===== config.mk =====
export PLATFORM = sky130hd
export DESIGN_NAME = pipe_hazard_ctrl
export DESIGN_NICKNAME = d
export VERILOG_FILES = /design/src/rtl/pipe_hazard_ctrl.sv
export SDC_FILE = /design/constraint.sdc
export NUM_CORES = 1
export LEC_CHECK = 0
export BUFFER_PORTS_ARGS = -buffer_cell sky130_fd_sc_hd__clkbuf_2
export CORE_ASPECT_RATIO = 2
export CORE_MARGIN = 8
export CORE_UTILIZATION = 39
export DETAILED_ROUTE_END_ITERATION = 6
export PLACE_DENSITY = 0.68
export SYNTH_ARGS = -nofsm -noshare
export SYNTH_HDL_FRONTEND = slang
export SYNTH_SLANG_ARGS = --single-unit
export TNS_END_PERCENT = 5

===== constraint.sdc =====
create_clock -name clk_i -period 2 [get_ports clk_i]
set_input_delay 0.2 -clock clk_i [delete_from_list [all_inputs] [get_ports clk_i]]
set_output_delay 0.2 -clock clk_i [all_outputs]
set_load 0.1 [all_outputs]

===== src/rtl/pipe_hazard_ctrl.sv =====
// Single stall/flush source for the 5-stage core: issues data_ctrl commands to the four
// pipeline registers and the PC hold, and keeps saturating stall/flush counters.
module pipe_hazard_ctrl #(
    parameter int MC_LAT = 4,
    parameter int CNT_W  = 32
) (
    input  logic             clk_i,
    input  logic             rst_i,
    input  logic [4:0]       id_rs1_i,
    input  logic [4:0]       id_rs2_i,
    input  logic             id_use_rs1_i,
    input  logic             id_use_rs2_i,
    input  logic [4:0]       ex_wr_i,
    input  logic             ex_rf_we_i,
    input  logic             ex_is_load_i,
    input  logic             ex_mc_start_i,
    input  logic             ex_br_taken_i,
    input  logic             mem_wait_i,
    output logic             pc_stall_o,
    output logic [1:0]       ifid_ctrl_o,
    output logic [1:0]       idex_ctrl_o,
    output logic [1:0]       exmem_ctrl_o,
    output logic [1:0]       memwb_ctrl_o,
    output logic             busy_o,
    output logic [CNT_W-1:0] stall_cnt_o,
    output logic [CNT_W-1:0] flush_cnt_o
);
    localparam int MCW = (MC_LAT > 1) ? $clog2(MC_LAT) : 1;
    localparam logic [1:0] NORMAL = 2'b00;
    localparam logic [1:0] FLUSH  = 2'b01;
    localparam logic [1:0] STOP   = 2'b10;

    typedef enum logic {RUN, MC_STALL} state_t;

    state_t           state_q, state_d;
    logic [MCW-1:0]   mc_cnt_q, mc_cnt_d;
    logic [CNT_W-1:0] stall_cnt_q, stall_cnt_d, flush_cnt_q, flush_cnt_d;
    logic             lu, flush_ev, pc_stall;
    logic [1:0]       ifid, idex, exmem, memwb;

    assign lu = ex_is_load_i & ex_rf_we_i & (ex_wr_i != 5'd0) &
                ((id_use_rs1_i & (id_rs1_i == ex_wr_i)) |
                 (id_use_rs2_i & (id_rs2_i == ex_wr_i)));

    always_comb begin
        state_d  = state_q;
        mc_cnt_d = mc_cnt_q;
        flush_ev = 1'b0;
        pc_stall = 1'b0;
        ifid     = NORMAL;
        idex     = NORMAL;
        exmem    = NORMAL;
        memwb    = NORMAL;
        if (mem_wait_i) begin
            // Memory wait freezes everything, including a multi-cycle op in progress.
            pc_stall = 1'b1;
            ifid     = STOP;
            idex     = STOP;
            exmem    = STOP;
            memwb    = STOP;
        end else if (state_q == RUN) begin
            if (ex_br_taken_i) begin
                ifid     = FLUSH;
                idex     = FLUSH;
                flush_ev = 1'b1;
            end else if (ex_mc_start_i) begin
                pc_stall = 1'b1;
                ifid     = STOP;
                idex     = STOP;
                exmem    = FLUSH;
                mc_cnt_d = MCW'(MC_LAT - 1);
                state_d  = MC_STALL;
            end else if (lu) begin
                pc_stall = 1'b1;
                ifid     = STOP;
                idex     = FLUSH;
            end
        end else if (mc_cnt_q != '0) begin
            pc_stall = 1'b1;
            ifid     = STOP;
            idex     = STOP;
            exmem    = FLUSH;
            mc_cnt_d = mc_cnt_q - MCW'(1);
        end else begin
            state_d = RUN;
        end
    end

    assign stall_cnt_d = (pc_stall && !(&stall_cnt_q)) ? stall_cnt_q + CNT_W'(1) : stall_cnt_q;
    assign flush_cnt_d = (flush_ev && !(&flush_cnt_q)) ? flush_cnt_q + CNT_W'(1) : flush_cnt_q;

    always_ff @(posedge clk_i or posedge rst_i) begin
        if (rst_i) begin
            state_q     <= RUN;
            mc_cnt_q    <= '0;
            stall_cnt_q <= '0;
            flush_cnt_q <= '0;
        end else begin
            state_q     <= state_d;
            mc_cnt_q    <= mc_cnt_d;
            stall_cnt_q <= stall_cnt_d;
            flush_cnt_q <= flush_cnt_d;
        end
    end

    // Outputs are forced idle while reset is held, whatever the inputs do.
    assign pc_stall_o   = rst_i ? 1'b0   : pc_stall;
    assign ifid_ctrl_o  = rst_i ? NORMAL : ifid;
    assign idex_ctrl_o  = rst_i ? NORMAL : idex;
    assign exmem_ctrl_o = rst_i ? NORMAL : exmem;
    assign memwb_ctrl_o = rst_i ? NORMAL : memwb;
    assign busy_o       = (state_q == MC_STALL);
    assign stall_cnt_o  = stall_cnt_q;
    assign flush_cnt_o  = flush_cnt_q;
endmodule


==> results of run 1 <==
==> logic make-up (layout without fill, tap and decap cells) <==
| logic type | Yosys count | after routing | share of synthesized area |
|---|---|---|---|
| muxes | 2 | 2 | 0.006426 |
| other | 1 | 1 | 0.001070 |
| AOI/OAI and AO/OA | 9 | 9 | 0.02178 |
| buffers and inverters | 23 | 174 | 0.03320 |
| adders and majority gates | 3 | 3 | 0.01071 |
| DFF | 67 | 67 | 0.4784 |
| xor gates and xnor gates | 71 | 71 | 0.1774 |
| and+or+nand+nor | 164 | 164 | 0.2710 |
==> what timing repair did <==
| action | in CTS | in global routing |
|---|---|---|
| cloned | 1 | 0 |
| setup buffers | 2 | 0 |
| pin swaps | 1 | 6 |
| hold buffers | 1 | 0 |
| endpoints found under the setup margin | 23 | 49 |
| endpoints found under the hold margin | 3 | 0 |
| resized for setup | 9 | 17 |
==> worst max-delay path by stage <==
stage	endpoint	slack, ps	cells past startpoint
after floorplan	flush_cnt_o[11]	-430	7
after global placement	flush_cnt_o[21]	-70	7
after detailed placement	flush_cnt_o[21]	-70	7
after CTS	flush_cnt_o[9]	-20	7
after global routing	stall_cnt_o[1]	-60	9
final	pc_stall_o	20	8
==> metrics by stage <==
step           setup slack, ps    util  setup TNS (ps)
2_1_floorplan           -426.5       -          -20410
3_3_place_gp            -66.91  0.5224          -354.1
3_5_place_dp            -65.06  0.5224          -448.0
4_1_cts                 -20.53  0.5669          -20.53
5_1_grt                 -58.40  0.5773          -526.9
6_report                 17.17  0.5773               0
==> sequential cells by signal (all words and copies together) (netlist names) <==
register / count
stall_cnt_o: 32
mc_cnt_q: 2
busy_o: 1
flush_cnt_o: 32
==> tightest hold or removal path, delay by kind of cell <==
family | cells | cell delay, ps
buf+inv | 2 | 270
compound gates | 1 | 80
==> cells in the final DEF, fill, tap and decap left out, types with 3 or more instances in the layout <==
cell type / Yosys / routed
buf_6: 1 / 4
and4_1: 10 / 10
clkbuf_1: 3 / 3
and3_1: 7 / 7
dfrtp_1: 67 / 20
nand3_1: 26 / 25
clkbuf_16: 0 / 9
xnor2_1: 32 / 32
nor2_1: 17 / 10
nor4_1: 14 / 6
dfrtp_2: 0 / 41
clkbuf_2: 1 / 90
nor4_4: 0 / 3
nor2_4: 1 / 5
buf_4: 4 / 49
dfrtp_4: 0 / 6
xor2_1: 39 / 39
buf_12: 0 / 5
nor3_1: 20 / 19
nor2_2: 4 / 7
nand2_1: 22 / 22
inv_1: 8 / 6
nand4_1: 20 / 20
nor4_2: 2 / 7
a21oi_1: 3 / 3
==> where the power goes <==
group	total, µW	leakage, µW	internal (µW)	switching (µW)
registers	1830	0.000744	1610	219
clock network	1570	0.000147	1030	541
logic	3060	0.00130	767	2290
==> final cells by class <==
type | count | area, µm²
fillers | 765 | 3757
multi-input cells | 250 | 1913
repair buffers | 150 | 1006
clock inverters | 2 | 35.03
inverters | 8 | 36.28
flip-flops and latches | 67 | 1750
clock buffers | 14 | 264.0
well taps | 102 | 127.6
==> routing by layer <==
layer  share of wire  routed length [µm]  GRT usage  up-vias
li1                -                   -          -     1495
met2            0.58                5769     0.3050       60
met3           0.031                 311    0.03597       22
met4           0.034                 340    0.09912        0
met1            0.35                3522     0.1492     1566
met5               0                   0          0        -
==> metrics.md, run 1 <==
| Metric | Value |
|---|---|
| Status | complete, no violations |
| Warnings, synthesis | 0 |
| WHS | between 200 and 300 ps |
| Max transition margin | 0.6158 |
| Worst Hold Depth | 3 |
| Clk sinks | 67 |
| R2r worst-path depth | 9 |
| Drt initial violations | just over 70 |
| Post-DR wirelength/cell | 16.77 µm |
| Num ports | 98 |
| Post-route cell area | 5132 µm² |
| Critical R2R Launch | busy_o |
| Power Dens Cells | 1259 nW/µm² |
| Die height | 150.1 µm |
| FMAX | 504.3 MHz |
| Synth Area per Inst | 10.31 µm² |
| CP delay by family, top | buffers and inverters |
| CP Class | reg -> out |
| Crit-path cells | buf_6 -> inv_4 -> a2bb2oi_2 -> nand2b_1 -> a31oi_4 -> buf_12 -> nor2_4 -> buf_12 |
| Die Area | 12460 µm² |
| Post-route ant nets | 0 |
| Worst min path class | in -> reg |
| Vias per std cell | 5.300 |
| # setup viols final | 0 |
| N_diodes | 0 |
| Root buf cell | clkbuf_16 |
| Asr flop ratio synth | 1.000 |
| Hold path endpoint | busy_o |
| Via count | around 3100 |
| Layout area overhead | 46.45% |
| Clk slew on worst S/H paths | 50 ps |
| Most frequent CP cell | buf_12 |
| Setup crit end kind | output port |
| Clk_lat worst skew | 330 ps |
| Drt first pass iters | 4 |
| Min Tclk post-route | ~2000 ps |
| Worst Path Required | roughly 1800 ps |
| Syn_nets | ~370 |
| Final #Nets | 513 |
| Initial Utilization | 0.3942 |
| Number of synthesized register bits | 67 |
| Max clock buf depth | 2 |
| Final hold violation count | 0 |
| Share of layout cells above drive strength 1 | 0.5173 |
| Final cell count without fillers | 593 |
| First-pass GRT wire length | 16120 µm |
| Core Area | 8890 µm² |
| Final GP Congestion | 0.8098 |
| Top cells by area, synth | dfrtp_1, xor2_1, xnor2_1, nand3_1, nand4_1 |
| Reg-to-reg endpoint | stall_cnt_o[1] |
| Largest net degree at the start of global routing | 42 |
| Standard-cell rows | 49 |
| Post-synth EDFFs | 0 |
| RSZ-0062 raised after global routing | yes |
| H-tree levels | 3 |
| Via count of the first global-routing pass | between 3000 and 4000 |
| Crit share post-route | 0.9914 |
| Dpl hpwl | 7558 µm |
| Slew Limit Fails | 0 |
| Worst R2R Setup Slack | 50 ps |
| WL final | around 9900 µm |
| Startpoint types | flop |
| Cell variety after synth | 41 |
| Tot Pwr | between 6000 and 7000 µW |
| Worst Tran Pin Value | 578.7 ps |
| Leakage | 0.002195 µW |
| Post-DP Area | about 4600 µm² |
| IO buf count | 96 |
| Synth cell count leaders | dfrtp_1, xor2_1, xnor2_1, nand3_1, nand2_1 |
| GR Overflow Total | 0 |
| Synth Instances | 340 |
| CTS Buf Count | 9 |
| Area leader, netlist | dfrtp_1 |
| VDD IR max | 0.8122 mV |
| Worst path arrival time | between 1500 and 2000 ps |
| Top-count cell post-synth | dfrtp_1 |
| Max FO, Critical Path | 4 |
| Area share of the largest cell type after synthesis | 0.4784 |
| Synth Flop Type | dfrtp_1 |
| Initial antenna violation count | 0 |
| Max-cap viol count | 0 |
| Placed insts | between 500 and 600 |
| CP max-delay cell | dfrtp_4 |
| Post-Syn Area | 3505 µm² |
| WP buf/inv | 4 |
| CP Launch Point | busy_o |
| TritonCTS clock tree | yes |
| Min-delay src | mem_wait_i |
| # DRC | 0 |
| Layout Skew | 7.809 ps |
| Register area share after synthesis | 0.4784 |
| Total global-route track usage | 0.1603 |
| CP max stage delay | around 470 ps |
| Die W | 83.03 µm |
No activity file was read; power rests on OpenSTA's default activity.
==> run 2, diff against run 1 <==
BUFFER_PORTS_ARGS = -buffer_cell sky130_fd_sc_hd__buf_2   (was -buffer_cell sky130_fd_sc_hd__clkbuf_2)
PLACE_DENSITY = 0.66   (was 0.68)
clock period = 2.1 ns   (was 2 ns; I/O delays follow)
==> metrics.md, run 2 (same netlist as run 1, synthesis figures left out) <==
| Metric | Value |
|---|---|
| Max FO, Critical Path | 24 (+20) |
| Layout Skew | 8.273 ps (+0.4636 ps) |
| Final hold violation count | 0 (unchanged) |
| Grt peak-use layer | met2 |
| Layout area overhead | 36.88% |
| Critical Path Stages | 7 (-1) |
| Standard-cell rows | 49 (unchanged) |
| Sequential power share | 0.289 (+0.006) |
| CP max-delay cell | dfrtp_4 |
| RSZ-0062 raised after global routing | yes |
| Crit-path cells | inv_1 -> a2bb2oi_2 -> nand2b_1 -> a31oi_4 -> buf_12 -> nor2_4 -> buf_8 |
| Power Dens Cells | 1256 nW/µm² (-0.20%) |
| Max clock buf depth | 2 (unchanged) |
| Worst Path Required | 1890 ps (+90 ps) |
| # DRC | 0 (unchanged) |
| Core Area | 8890 µm² (unchanged) |
| Drt first pass iters | 4 (unchanged) |
| Commonest non-fill, non-tap cell in the layout | buf_2 |
| Slew Limit Fails | 0 (unchanged) |
| Final core utilization | 0.5396 (-0.03772) |
| Share of layout cells above drive strength 1 | 0.4722 (-0.04509) |
| Clk slew on worst S/H paths | 60 ps (about the same) |
| VDD IR max | 1.072 mV (+32%) |
| Post-CTS setup buffers | 0 (-2) |
| Post-CTS Hold Buffers | 0 (-1) |
| Worst min path class | in -> async |
| Startpoint types | flop |
| Dpl hpwl | 7717 µm (+2.1%) |
| Crit share post-route | 0.9760 |
| WHS | 176.6 ps (-88.51 ps) |
| CP Launch Point | busy_o |
| CP delay by family, top | flip-flops |
| TritonCTS clock tree | yes |
| Post-route ant nets | 0 (unchanged) |
| Worst path arrival time | 1840 ps (+60 ps) |
| GR Overflow Total | 0 (unchanged) |
| Final GP Congestion | 0.8430 (+4.1%) |
| Post-DP Area | 4407 µm² (-5.1%) |
| CP Class | reg -> out |
| Largest net degree at the start of global routing | 36 (-14%) |
| Clk_lat worst skew | 330 ps (about the same) |
| Sw Ratio | 0.4737 (+0.001494) |
| Reg-to-reg endpoint | flush_cnt_o[9] |
| Setup crit end kind | output port |
| Die W | 83.03 µm (unchanged) |
| Clk sinks | 67 (unchanged) |
| Max-cap viol count | 0 (unchanged) |
| CP max stage delay | 510 ps (+40 ps) |
| Tot Pwr | 6025 µW (-6.7%) |
| # setup viols final | 0 (unchanged) |
| CTS Buf Count | 9 (unchanged) |
| Die height | 150.1 µm (unchanged) |
| Critical R2R Launch | flush_cnt_o[0] |
| Initial Utilization | 0.3942 (unchanged) |
| Switch Pwr | 2854 µW (-6.4%) |
| Vias per std cell | 5.379 (+1.5%) |
| Worst Tran Pin Value | 500.0 ps (-78.73 ps) |
| N_diodes | 0 (unchanged) |
| Via count of the first global-routing pass | 3318 (+2.0%) |
| CP endpoint | ifid_ctrl_o[1] |
| IO buf count | 96 (unchanged) |
| FMAX | 487.9 MHz |
| Met3 global-route usage | 0.04687 (+0.01090) |
| Root buf cell | clkbuf_16 |
| First-pass GRT wire length | 16280 µm (+1.0%) |
| Drt initial violations | 62 (-14%) |
| Internal power | 3171 µW (-7.0%) |
| Final #Nets | 490 (-4.5%) |
| Comb power frac | 0.440 (-0.033) |
| WP buf/inv | 3 (-1) |
| Post-route cell area | 4797 µm² (-6.5%) |
| Total global-route track usage | 0.1597 (-0.0005927) |
| WL final | 9838 µm (-1.1%) |
| Leakage | 0.002046 µW (-6.8%) |
| Met1 usage | 0.1501 (+0.0009141) |
| Routing usage on met2 | 0.3000 (-0.005084) |
| Worst R2R Setup Slack | 50 ps (about the same) |
| Num ports | 98 (unchanged) |
| Post-DR wirelength/cell | 17.26 µm (+2.9%) |
| Min Tclk post-route | 2050 ps |
| Die Area | 12460 µm² (unchanged) |
| Initial antenna violation count | 0 (unchanged) |
| PostCTS Resize Cnt | 8 (-1) |
| R2r worst-path depth | 7 (-2) |
| Most frequent cells in the layout | buf_2, dfrtp_2, xor2_1 |
| Max transition margin | 0.6663 (+0.05049) |
| Clock power frac | 0.271 (+0.028) |
| Status | complete, no violations |
| H-tree levels | 3 (unchanged) |
| Via count | 3066 (-2.4%) |
run 2: power groups by stage:
stage	sequential (µW)	clock, µW	combinational, µW
2_1_floorplan	3010	0	781
3_3_place_gp	1760	0	2590
3_5_place_dp	1760	0	2620
4_1_cts	1740	1670	2660
5_1_grt	1770	1710	2790
6_report	1740	1630	2650
run 2: final cells by class:
class                      instances  area (µm²)
tap                              102       127.6
clock inverter                     6       88.84
clock buffer                      10       239.0
timing repair buffer             127       763.2
fill                             802        4093
inverter                           8       33.78
multi-input combinational        250        1808
sequential                        67        1737
run 2: how the worst min path moves through the flow:
stage | slack (ps) | cells past startpoint | end
CTS | 190 | 3 | flush_cnt_o[6]
finish | 180 | 3 | flush_cnt_o[6]
detailed placement | 460 | 1 | flush_cnt_o[11]
floorplan | 440 | 1 | mc_cnt_q[0]
global placement | 460 | 1 | mc_cnt_q[0]
global route | 230 | 3 | flush_cnt_o[6]
run 2: worst min-delay path, delay by kind of cell:
family	cells	cell delay (ps)
buf+inv	3	710
run 2: layer usage:
layer	vias to the layer above	part of all wire
met5	-	0
met4	0	0.029
met3	25	0.052
met2	87	0.56
met1	1501	0.36
li1	1453	-
run 2: per-stage QoR:
| stage | std cells | TNS, ps | worst slack (ps) |
|---|---|---|---|
| after global placement | 554 | 0 | 46.34 |
| after CTS | 570 | 0 | 14.67 |
| after detailed placement | 554 | -210.7 | -73.08 |
| final | 570 | 0 | 50.39 |
| after floorplan | 340 | -15320 | -333.1 |
| after global routing | 570 | -115.0 | -55.86 |
==> run 3, diff against run 2 <==
PLACE_DENSITY = 0.75   (was 0.66)
SKIP_LAST_GASP = 1   (was unset)
==> metrics.md, run 3 (same netlist as run 1, synthesis figures left out) <==
| Metric | Value |
|---|---|
| Reg-to-reg endpoint | stall_cnt_o[30] |
| Clk_lat worst skew | 330 ps (about the same) |
| Worst R2R Setup Slack | 80 ps (+30 ps) |
| WP buf/inv | 3 (unchanged) |
| VDD IR max | 1.101 mV (+2.7%) |
| WL final | 9510 µm (-3.3%) |
| WL met2 | 5329 µm (-3.7%) |
| CP Class | reg -> out |
| Dpl hpwl | 7426 µm (-3.8%) |
| H-tree levels | 3 (unchanged) |
| Via count of the first global-routing pass | 3266 (-1.6%) |
| Crit-path cells | inv_1 -> ha_1 -> a2bb2oi_2 -> nand2b_1 -> a31oi_4 -> buf_4 -> nor2_4 -> buf_4 |
| Layout area overhead | 34.49% |
| Share of layout cells above drive strength 1 | 0.4512 (-0.02103) |
| Worst path arrival time | 1870 ps (+30 ps) |
| First-pass GRT wire length | 15630 µm (-4.0%) |
| Most frequent CP cell | buf_4 |
| Status | complete, no violations |
| Placed insts | 546 (-1.4%) |
| Met3 routed wirelength | 438 µm (-14%) |
| N_diodes | 0 (unchanged) |
| FMAX | 479.8 MHz (-1.7%) |
| Power Dens Cells | 1249 nW/µm² (-0.56%) |
| Drt initial violations | 160 (+160%) |
| Post-DR wirelength/cell | 16.89 µm (-2.1%) |
| Final GP Congestion | 0.8159 (-3.2%) |
| Startpoint types | flop |
| Metal-1 WL | 3334 µm (-5.0%) |
| # DRC | 0 (unchanged) |
| CP max stage delay | 390 ps (-120 ps) |
| Top sig layer | met4 |
| Post-route ant nets | 0 (unchanged) |
| Final cell count without fillers | 563 (-1.2%) |
| Setup crit end kind | output port |
| CP max-delay cell | dfrtp_1 |
| Vias per std cell | 5.464 (+1.6%) |
| Multi-input logic area | 1797 µm² (-0.62%) |
| Final hold violation count | 0 (unchanged) |
| Commonest non-fill, non-tap cell in the layout | buf_2 |
| CP delay by family, top | buffers and inverters |
| Drt first pass iters | 4 (unchanged) |
| IO buf count | 96 (unchanged) |
| Most frequent cells in the layout | buf_2, dfrtp_2, xor2_1 |
| Leakage | 0.002016 µW (-1.5%) |
| Largest net degree at the start of global routing | 42 (+17%) |
| Initial antenna violation count | 0 (unchanged) |
| CTS Buf Count | 9 (unchanged) |
| Final #Nets | 483 (-1.4%) |
| Clk sinks | 67 (unchanged) |
| WHS | 120.9 ps (-55.72 ps) |
| Slew Limit Fails | 0 (unchanged) |
| Final core utilization | 0.5302 (-0.009430) |
| Worst Tran Pin Value | 622.0 ps (+122.0 ps) |
| Worst Path Required | 1890 ps (about the same) |
| Via count | 3076 (+0.33%) |
| Max clock buf depth | 2 (unchanged) |
| Standard-cell rows | 49 (unchanged) |
| Post-CTS Hold Buffers | 0 (unchanged) |
| Fill count | 793 (-1.1%) |
| Die height | 150.1 µm (unchanged) |
| Max FO, Critical Path | 3 (-88%) |
| Crit share post-route | 0.9925 (+0.01649) |
| Root buf cell | clkbuf_16 |
| Clk slew on worst S/H paths | 50 ps (about the same) |
| Min Tclk post-route | 2084 ps (+34.63 ps) |
| TNS Setup | 0 ps (unchanged) |
| Die W | 83.03 µm (unchanged) |
| Layout Skew | 7.790 ps (-0.4829 ps) |
| Core Area | 8890 µm² (unchanged) |
| Total global-route track usage | 0.1542 (-0.005570) |
| GR Overflow Total | 0 (unchanged) |
| Critical R2R Launch | stall_cnt_o[3] |
| FF+latch area | 1737 µm² (unchanged) |
| Tot Pwr | 5887 µW (-2.3%) |
| RSZ-0062 raised after global routing | yes |
| Initial Utilization | 0.3942 (unchanged) |
| Num ports | 98 (unchanged) |
| Die Area | 12460 µm² (unchanged) |
| Worst min path class | in -> async |
| Max transition margin | 0.5845 (-0.08185) |
| TritonCTS clock tree | yes |
| Max-cap viol count | 0 (unchanged) |
| # setup viols final | 0 (unchanged) |
| R2r worst-path depth | 6 (-1) |
-- run 3: changes by cell type in the layout (fill, tap and decap cells not counted), sizes merged --
cell,before,now
clkinv,2,1
clkbuf,10,12
bufinv,2,1
buf,127,120
-- run 3: area by class of cell --
type                            count  share of cell area
Sequential cell                    67              0.3685
Timing Repair Buffer              120              0.1510
Tap cell                          102             0.02708
Clock inverter                      4             0.01062
Multi-Input combinational cell    250              0.3812
Clock buffer                       12             0.05442
Inverter                            8            0.007168
-- run 3: per-layer routing --
layer / vias up / GRT usage
li1: 1444 / -
met4: 0 / 0.1027
met2: 97 / 0.2804
met5: - / 0
met3: 29 / 0.04523
met1: 1506 / 0.1452
-- run 3: through the flow --
step / worst slack [ps] / instance area [µm²]
4_1_cts: -73.19 / 4673
3_3_place_gp: 70.39 / 4359
3_5_place_dp: 19.26 / 4359
6_report: 15.75 / 4713
2_1_floorplan: -333.1 / 3625
5_1_grt: -97.27 / 4713
-- run 3: how the worst max path moves through the flow --
| stage | depth (start not counted) | from | end |
|---|---|---|---|
| after floorplan | 7 | stall_cnt_o[14] | stall_cnt_o[25] |
| after global placement | 7 | flush_cnt_o[0] | flush_cnt_o[30] |
| after detailed placement | 7 | flush_cnt_o[0] | flush_cnt_o[7] |
| after CTS | 8 | mc_cnt_q[0] | ifid_ctrl_o[1] |
| after global routing | 8 | mc_cnt_q[0] | pc_stall_o |
| final | 8 | mc_cnt_q[0] | pc_stall_o |
-- run 3: report_power, final --
group          total (µW)  internal (µW)  switching, µW
registers            1770           1520            251
clock network        1510            981            533
logic                2600            553           2050
-- run 3: timing repair --
item,CTS,global route
buffers inserted,0,1
setup endpoints to repair,7,53
resized for setup,3,6
pin swaps,0,2
